$ cat src/rtl/sa_param_fifo.sv
// sa_param_fifo: parametrised {addr,data} FIFO for systolic-array stages.
// Ports: clk/rstn, wr_en/wr_addr/wr_data, rd_en -> rd_addr/rd_data/rd_valid,
//   empty/full/almost_empty/almost_full/count, sticky overflow/underflow
//   with err_clr.
// Macro SA_FIFO_FWFT_EN: first-word fall-through read; undefined gives a
//   registered 1-cycle read.
module sa_param_fifo #(
  parameter int DATA_W    = 16,
  parameter int ADDR_W    = 8,
  parameter int DEPTH     = 8,
  parameter int AF_THRESH = 6,
  parameter int AE_THRESH = 1
) (
  input  logic                     clk,
  input  logic                     rstn,
  input  logic                     wr_en,
  input  logic [ADDR_W-1:0]        wr_addr,
  input  logic [DATA_W-1:0]        wr_data,
  input  logic                     rd_en,
  output logic [ADDR_W-1:0]        rd_addr,
  output logic [DATA_W-1:0]        rd_data,
  output logic                     rd_valid,
  output logic                     empty,
  output logic                     full,
  output logic                     almost_empty,
  output logic                     almost_full,
  output logic [$clog2(DEPTH):0]   count,
  output logic                     overflow,
  output logic                     underflow,
  input  logic                     err_clr
);

  localparam int PTR_W = $clog2(DEPTH) + 1;
  localparam int IDX_W = PTR_W - 1;
  localparam int ENT_W = ADDR_W + DATA_W;
  localparam logic [PTR_W-1:0] AF_T = PTR_W'(AF_THRESH);
  localparam logic [PTR_W-1:0] AE_T = PTR_W'(AE_THRESH);
  localparam logic [PTR_W-1:0] ONE  = PTR_W'(1);

  if (AF_THRESH < 0 || AF_THRESH > DEPTH) begin : g_af_chk
    $error("sa_param_fifo: AF_THRESH out of range 0..DEPTH");
  end
  if (AE_THRESH < 0 || AE_THRESH > DEPTH) begin : g_ae_chk
    $error("sa_param_fifo: AE_THRESH out of range 0..DEPTH");
  end
  if (DEPTH < 2 || (DEPTH & (DEPTH - 1)) != 0) begin : g_dp_chk
    $error("sa_param_fifo: DEPTH must be a power of two >= 2");
  end

  logic [ENT_W-1:0] mem_q [DEPTH];

  logic [PTR_W-1:0] wr_ptr_q, wr_ptr_d;
  logic [PTR_W-1:0] rd_ptr_q, rd_ptr_d;
  logic             ovf_q, ovf_d;
  logic             unf_q, unf_d;
  logic [IDX_W-1:0] wr_idx, rd_idx;
  logic [PTR_W-1:0] cnt;
  logic             wr_acc, rd_acc;

  always_comb begin
    wr_idx = wr_ptr_q[IDX_W-1:0];
    rd_idx = rd_ptr_q[IDX_W-1:0];
    cnt    = wr_ptr_q - rd_ptr_q;
    empty  = (wr_ptr_q == rd_ptr_q);
    // same slot, opposite lap
    full   = (wr_idx == rd_idx) &&
             (wr_ptr_q[PTR_W-1] != rd_ptr_q[PTR_W-1]);
    almost_full  = (cnt >= AF_T);
    almost_empty = (cnt <= AE_T);
    count        = cnt;
    overflow     = ovf_q;
    underflow    = unf_q;
    // a read frees the head slot, so a full FIFO can still take a write
    wr_acc = wr_en && (!full || rd_en);
    rd_acc = rd_en && !empty;
    wr_ptr_d = wr_acc ? wr_ptr_q + ONE : wr_ptr_q;
    rd_ptr_d = rd_acc ? rd_ptr_q + ONE : rd_ptr_q;
    // a fresh error beats a concurrent clear
    ovf_d = (ovf_q && !err_clr) || (wr_en && full && !rd_en);
    unf_d = (unf_q && !err_clr) || (rd_en && empty);
  end

  always_ff @(posedge clk or negedge rstn) begin
    if (!rstn) begin
      wr_ptr_q <= '0;
      rd_ptr_q <= '0;
      ovf_q    <= 1'b0;
      unf_q    <= 1'b0;
    end else begin
      wr_ptr_q <= wr_ptr_d;
      rd_ptr_q <= rd_ptr_d;
      ovf_q    <= ovf_d;
      unf_q    <= unf_d;
    end
  end

  // storage is not reset
  always_ff @(posedge clk) begin
    if (wr_acc) mem_q[wr_idx] <= {wr_addr, wr_data};
  end

`ifdef SA_FIFO_FWFT_EN
  always_comb begin
    rd_addr  = mem_q[rd_idx][ENT_W-1:DATA_W];
    rd_data  = mem_q[rd_idx][DATA_W-1:0];
    rd_valid = !empty;
  end
`else
  logic [ADDR_W-1:0] rd_addr_q, rd_addr_d;
  logic [DATA_W-1:0] rd_data_q, rd_data_d;
  logic              rd_valid_q, rd_valid_d;

  always_comb begin
    rd_addr_d  = rd_addr_q;
    rd_data_d  = rd_data_q;
    rd_valid_d = rd_acc;
    if (rd_acc) begin
      rd_addr_d = mem_q[rd_idx][ENT_W-1:DATA_W];
      rd_data_d = mem_q[rd_idx][DATA_W-1:0];
    end
  end

  always_ff @(posedge clk or negedge rstn) begin
    if (!rstn) begin
      rd_addr_q  <= '0;
      rd_data_q  <= '0;
      rd_valid_q <= 1'b0;
    end else begin
      rd_addr_q  <= rd_addr_d;
      rd_data_q  <= rd_data_d;
      rd_valid_q <= rd_valid_d;
    end
  end

  always_comb begin
    rd_addr  = rd_addr_q;
    rd_data  = rd_data_q;
    rd_valid = rd_valid_q;
  end
`endif

endmodule

$ cat config.mk
export PLATFORM = sky130hd
export DESIGN_NAME = sa_param_fifo
export DESIGN_NICKNAME = d
export VERILOG_FILES = /design/src/rtl/sa_param_fifo.sv
export SDC_FILE = /design/constraint.sdc
export NUM_CORES = 1
export LEC_CHECK = 0
export CAP_MARGIN = 15
export CORE_MARGIN = 3
export CORE_UTILIZATION = 40
export DETAILED_ROUTE_END_ITERATION = 8
export PLACE_DENSITY = 0.59
export SYNTH_ARGS = -nofsm -noshare
export SYNTH_HDL_FRONTEND = slang
export SYNTH_SLANG_ARGS = --single-unit
$ cat constraint.sdc
create_clock -name clk -period 5.7 [get_ports clk]
set_input_delay 0.855 -clock clk [delete_from_list [all_inputs] [get_ports clk]]
set_output_delay 0.855 -clock clk [all_outputs]
set_load 0.1 [all_outputs]
==> results of run 1 <==
-- state kept, by name, summed over array words and instances (netlist names) --
name       flops
rd_valid       1
wr_ptr_q       4
overflow       1
rd_ptr_q       4
mem_q        192
rd_addr        8
underflow      1
rd_data       16
-- layout by cell type, fill, tap and decap left out, types with 6 or more instances in the layout --
| master | Yosys | final |
|---|---|---|
| o22ai_1 | 24 | 24 |
| mux4_2 | 24 | 24 |
| clkdlybuf4s50_1 | 0 | 62 |
| clkbuf_1 | 4 | 6 |
| inv_1 | 9 | 9 |
| o31ai_1 | 25 | 25 |
| buf_4 | 6 | 13 |
| edfxtp_1 | 192 | 192 |
| clkbuf_16 | 0 | 25 |
| xnor2_1 | 7 | 7 |
| nor2_1 | 30 | 28 |
| mux2_2 | 48 | 48 |
| dfrtp_1 | 35 | 34 |
| nand2_1 | 34 | 34 |
-- final cells by class --
class                           instances  area (um^2)
Inverter                               10         37.5
Clock inverter                         13          199
Timing Repair Buffer                   76          723
Multi-Input combinational cell        224         2010
Sequential cell                       227         6650
Tap cell                              275          344
Fill cell                            1779        10700
Clock buffer                           31          648
-- final timing paths --
| check | start | endpoint | slack, ns | cells past startpoint |
|---|---|---|---|---|
| setup reg to reg | rd_ptr_q[0] | wr_ptr_q[3] | 2.72 | 6 |
| setup / recovery | rd_ptr_q[0] | almost_full | 1.49 | 6 |
| min in group asynchronous | rstn | rd_addr[5] | 0.51 | 1 |
| max in group asynchronous | rstn | rd_ptr_q[0] | 4.47 | 1 |
| hold reg to reg | rd_data[14] | rd_data[14] | 0.48 | 2 |
| hold / removal | rd_data[14] | rd_data[14] | 0.48 | 2 |
-- worst max-delay path, cell delays in order (launching register included) --
cell             delay, ns
dfrtp_4               0.62
ha_1                  0.26
fa_1                  0.38
xnor2_1               0.28
nand2_1               0.08
o21ai_0               0.07
clkdlybuf4s50_1       1.15
-- routing by layer --
layer,wire length (um),up-vias
met3,701,27
li1,-,2054
met2,8960,102
met1,7390,2325
met4,342,0
met5,0,-
-- kinds of logic (layout without fill, tap and decap cells) --
kind of cell / count (synthesis) / count (layout)
adder cells (fa/ha/maj): 6 / 6
AND/OR/NAND/NOR: 79 / 79
XOR/XNOR: 9 / 9
buffers and inverters: 33 / 130
AO/OA/AOI/OAI: 57 / 57
multiplexers: 73 / 73
flip-flops: 227 / 227
-- through the flow --
step / std cells / area [um^2] / utilization [%] / hold slack (ns) / setup slack [ns]
final: 856 / 10600 / 49.7 / 0.484 / 1.49
after global routing: 856 / 10600 / 49.7 / 0.519 / 1.32
after CTS: 856 / 10600 / 49.7 / 0.492 / 1.43
after detailed placement: 812 / 9760 / 45.7 / 0.479 / 1.97
after global placement: 812 / 9760 / 45.7 / 0.470 / 2.02
after floorplan: 484 / 8800 / - / 0.498 / 0.920
==> results.py, run 1 <==
metrics = {
    "grt": {
        "grt-ovfl-total": 0,
        "grt_pass1_vias": 4812,
        "busiest_layer": "met2",
        "antenna_found_initial": 0,
        "grt_use_met1_pct": 19.3,
        "grt_util_all_layers_pct": 14.6,
        "grt_pass1_wl_um": 27400,
        "gr-usage-met2_pct": 25.3,
        "grt_use_met3_pct": 2.24,
        "grt_start_max_net_pins": 56,
    },
    "drt": {
        "via_per_inst": 5.27,
        "wirelength_um": 17400,
        "drt-initial-drc-count": 230,
        "ant_nets": 0,
        "remaining_drc_errors": 0,
        "wl_per_cell_um": 20.3,
        "dr.pass1.iters": 4,
        "vias": 4508,
    },
    "yosys": {
        "synth_top_family_by_area": "multiplexers",
        "ys_seq_elements": 227,
        "synthTopCellsByArea": "edfxtp_1 65%, dfrtp_1 9.9%, mux2_2 6.1%, mux4_2 6.1%, o31ai_1 2.1%",
        "synthAdderAreaFrac_pct": 0.938,
        "synth_commonest_cells": "192 x edfxtp_1, 48 x mux2_2, 35 x dfrtp_1",
        "synthArstFlopShare_pct": 15.4,
        "synth_compound_area_share_pct": 4.36,
        "yosysMostFrequentCell": "edfxtp_1",
        "muxShareOfSynthArea_pct": 12.4,
        "synth_top_area_share_pct": 65.5,
        "yosys_warnings": 0,
        "ys_types": 31,
        "syn_inst": 484,
        "synth_seq_area_share_pct": 75.4,
        "yosysTopAreaCell": "edfxtp_1",
        "synth_xor_area_share_pct": 0.895,
        "syn_area_mm2": 0.00880,
        "syn_area_per_cell_um2": 18.2,
        "synthFlopType": "edfxtp_1",
        "synth_simple_gate_area_share_pct": 3.69,
        "synth_edf_count": 192,
        "syn_nets": 519,
    },
    "setup_path": {
        "crit_path_end_kind": "primary output",
        "path_max_fanout": 22,
        "crit_type": "register to primary output",
        "arrival_ns": 3.36,
        "start_kind": "register",
        "worstPathRequired_ns": 4.85,
    },
    "timing": {
        "fin_skew_ns": 0.00531,
        "fin_setup_tns_ns": 0,
        "rsz0062_at_grt": "false",
        "min_period_ns": 4.21,
        "drv_slew": 0,
        "hold_viol": 0,
        "setup_viol": 0,
        "fin_crit_sh_pct": 73.9,
        "worstMarginPinSlew_ns": 0.982,
        "slew_headroom_pct": 34.3,
        "fmax_ghz": 0.237,
    },
    "layout": {
        "antenna_cells": 0,
        "fin_nets": 598,
        "synthToLayoutAreaGrowth_pct": 20.5,
        "drive_gt1_share_pct": 22.9,
    },
    "clock_tree": {
        "clock-sinks": 227,
        "postCtsSetupBuffers": 0,
        "htreeDepth": 1,
        "clk_path_buf_depth": 3,
        "clk_latency_ns": 0.51,
        "cts-root-buf": "clkbuf_16",
        "tritoncts": "yes",
        "cts_buffers": 24,
        "cts_resized": 0,
        "hold_buffers": 0,
        "path_clk_slew_ns": 0.06,
    },
    "place": {
        "hpwl_um": 9820,
        "port_buffers": 63,
        "place_congestion": 0.751,
    },
    "die": {
        "row_count": 53,
        "die-width_um": 154,
        "coreArea_mm2": 0.0214,
        "die_h_um": 154,
        "initial_core_util_pct": 41.2,
        "pin_count": 64,
        "dieArea_mm2": 0.0238,
    },
    "status": {
        "status": "finished clean",
    },
    "worst_hold_path": {
        "hold_class": "register to register",
    },
    "job": {
        "maxCapViolations": 0,
    },
}
Power of run 1 is not shown: default switching activity piles up to over one toggle a cycle in this logic, so the estimate is an artifact.
==> run 2: changes to the inputs <==
PLACE_DENSITY = 0.61   (was 0.59)
clock period = 3.7 ns   (was 5.7 ns; I/O delays follow)
==> results.py, run 2 (synthesis gave the netlist of run 1 again) <==
metrics = {
    "layout": {
        "layout_commonest_cell": "edfxtp_1",
        "drive_gt1_share_pct": 25.3,
        "largest_register": "mem_q",
        "synthToLayoutAreaGrowth_pct": 21.7,
        "final_cell_mix": "192 x edfxtp_1, 54 x clkdlybuf4s50_1, 48 x mux2_2, 34 x nand2_1, 34 x dfrtp_1",
        "largest_reg_flops": 192,
        "stdcell_area_mm2": 0.0107,
        "final_core_utilization_pct": 50.2,
        "fin_nets": 602,
        "antenna_cells": 0,
    },
    "die": {
        "row_count": 53,
        "pin_count": 64,
        "dieArea_mm2": 0.0238,
        "coreArea_mm2": 0.0214,
        "initial_core_util_pct": 41.2,
        "die-width_um": 154,
        "die_h_um": 154,
    },
    "grt": {
        "grt_pass1_vias": 4804,
        "grt_start_max_net_pins": 46,
        "grt_pass1_wl_um": 27700,
        "grt_util_all_layers_pct": 14.9,
        "antenna_found_initial": 0,
        "grt-ovfl-total": 0,
    },
    "timing": {
        "drv_slew": 0,
        "slew_headroom_pct": 34.2,
        "fmax_ghz": 0.338,
        "fin_crit_sh_pct": 80.0,
        "setup_viol": 0,
        "fin_skew_ns": 0.0162,
        "rsz0062_at_grt": "false",
        "fin_setup_tns_ns": 0,
        "min_period_ns": 2.96,
        "worstMarginPinSlew_ns": 0.987,
        "hold_viol": 0,
    },
    "clock_tree": {
        "tritoncts": "yes",
        "clock-sinks": 227,
        "cts_resized": 0,
        "clk_latency_ns": 0.51,
        "cts-root-buf": "clkbuf_16",
        "clk_path_buf_depth": 3,
        "htreeDepth": 1,
        "hold_buffers": 0,
        "postCtsSetupBuffers": 0,
        "path_clk_slew_ns": 0.06,
        "cts_buffers": 24,
    },
    "drt": {
        "wirelength_um": 17800,
        "ant_nets": 0,
        "vias": 4452,
        "via_per_inst": 5.18,
        "remaining_drc_errors": 0,
        "wl_per_cell_um": 20.7,
        "drt-initial-drc-count": 276,
        "dr.pass1.iters": 4,
    },
    "worst_hold_path": {
        "hold_class": "input port to async pin",
    },
    "setup_path": {
        "start_kind": "register",
        "rr_endpoint": "mem_q[7][6]",
        "timing.rr.start": "wr_ptr_q[0]",
        "path_max_fanout": 9,
        "crit_path_end_kind": "primary output",
        "reg2reg_slack_ns": 0.91,
        "ff2ff_path_depth": 7,
        "worstPathRequired_ns": 3.14,
        "crit_type": "register to primary output",
        "arrival_ns": 2.41,
    },
    "place": {
        "place_area_mm2": 0.00983,
        "port_buffers": 63,
        "place_congestion": 0.765,
        "hpwl_um": 10000,
    },
    "status": {
        "status": "finished clean",
    },
    "job": {
        "maxCapViolations": 0,
    },
}
run 2: worst max-delay path, stage by stage (launching register included):
cell,delay [ns]
dfrtp_1,0.57
ha_1,0.31
nor2b_1,0.13
o21ai_0,0.21
a21oi_1,0.14
o21ai_0,0.33
buf_12,0.22
run 2: per-stage QoR:
stage                     hold slack, ns  std cells  worst slack (ns)
after floorplan                    0.259        484            -0.463
after global placement             0.465        814             0.893
after detailed placement           0.474        814             0.873
after CTS                          0.237        858             0.707
after global routing               0.277        860             0.546
final                              0.208        860             0.740
run 2: how the worst max path moves through the flow:
stage          slack [ns]  cells past startpoint           to        start
2_1_floorplan       -0.46                      7  mem_q[1][0]  rd_ptr_q[2]
3_3_place_gp         0.89                      5  mem_q[7][5]        rd_en
3_5_place_dp         0.87                      5  mem_q[7][6]        rd_en
4_1_cts              0.71                      6  almost_full  wr_ptr_q[1]
5_1_grt              0.55                      6  almost_full  wr_ptr_q[1]
6_report             0.74                      6  almost_full  wr_ptr_q[1]
run 2: area by class of cell:
class	count	area, um^2
clock inverter	11	126
sequential	227	6650
inverter	10	37.5
fill	1792	10600
tap	275	344
timing repair buffer	80	836
multi-input combinational	224	2020
clock buffer	33	706
run 2: metal layers:
layer / vias up / wire length [um] / track usage (%)
met2: 96 / 8880 / 24.5
met3: 16 / 793 / 2.85
li1: 2054 / - / -
met1: 2286 / 7880 / 20.3
met4: 0 / 212 / 4.25
met5: - / 0 / 0
Power of run 2 is left out for the same reason.
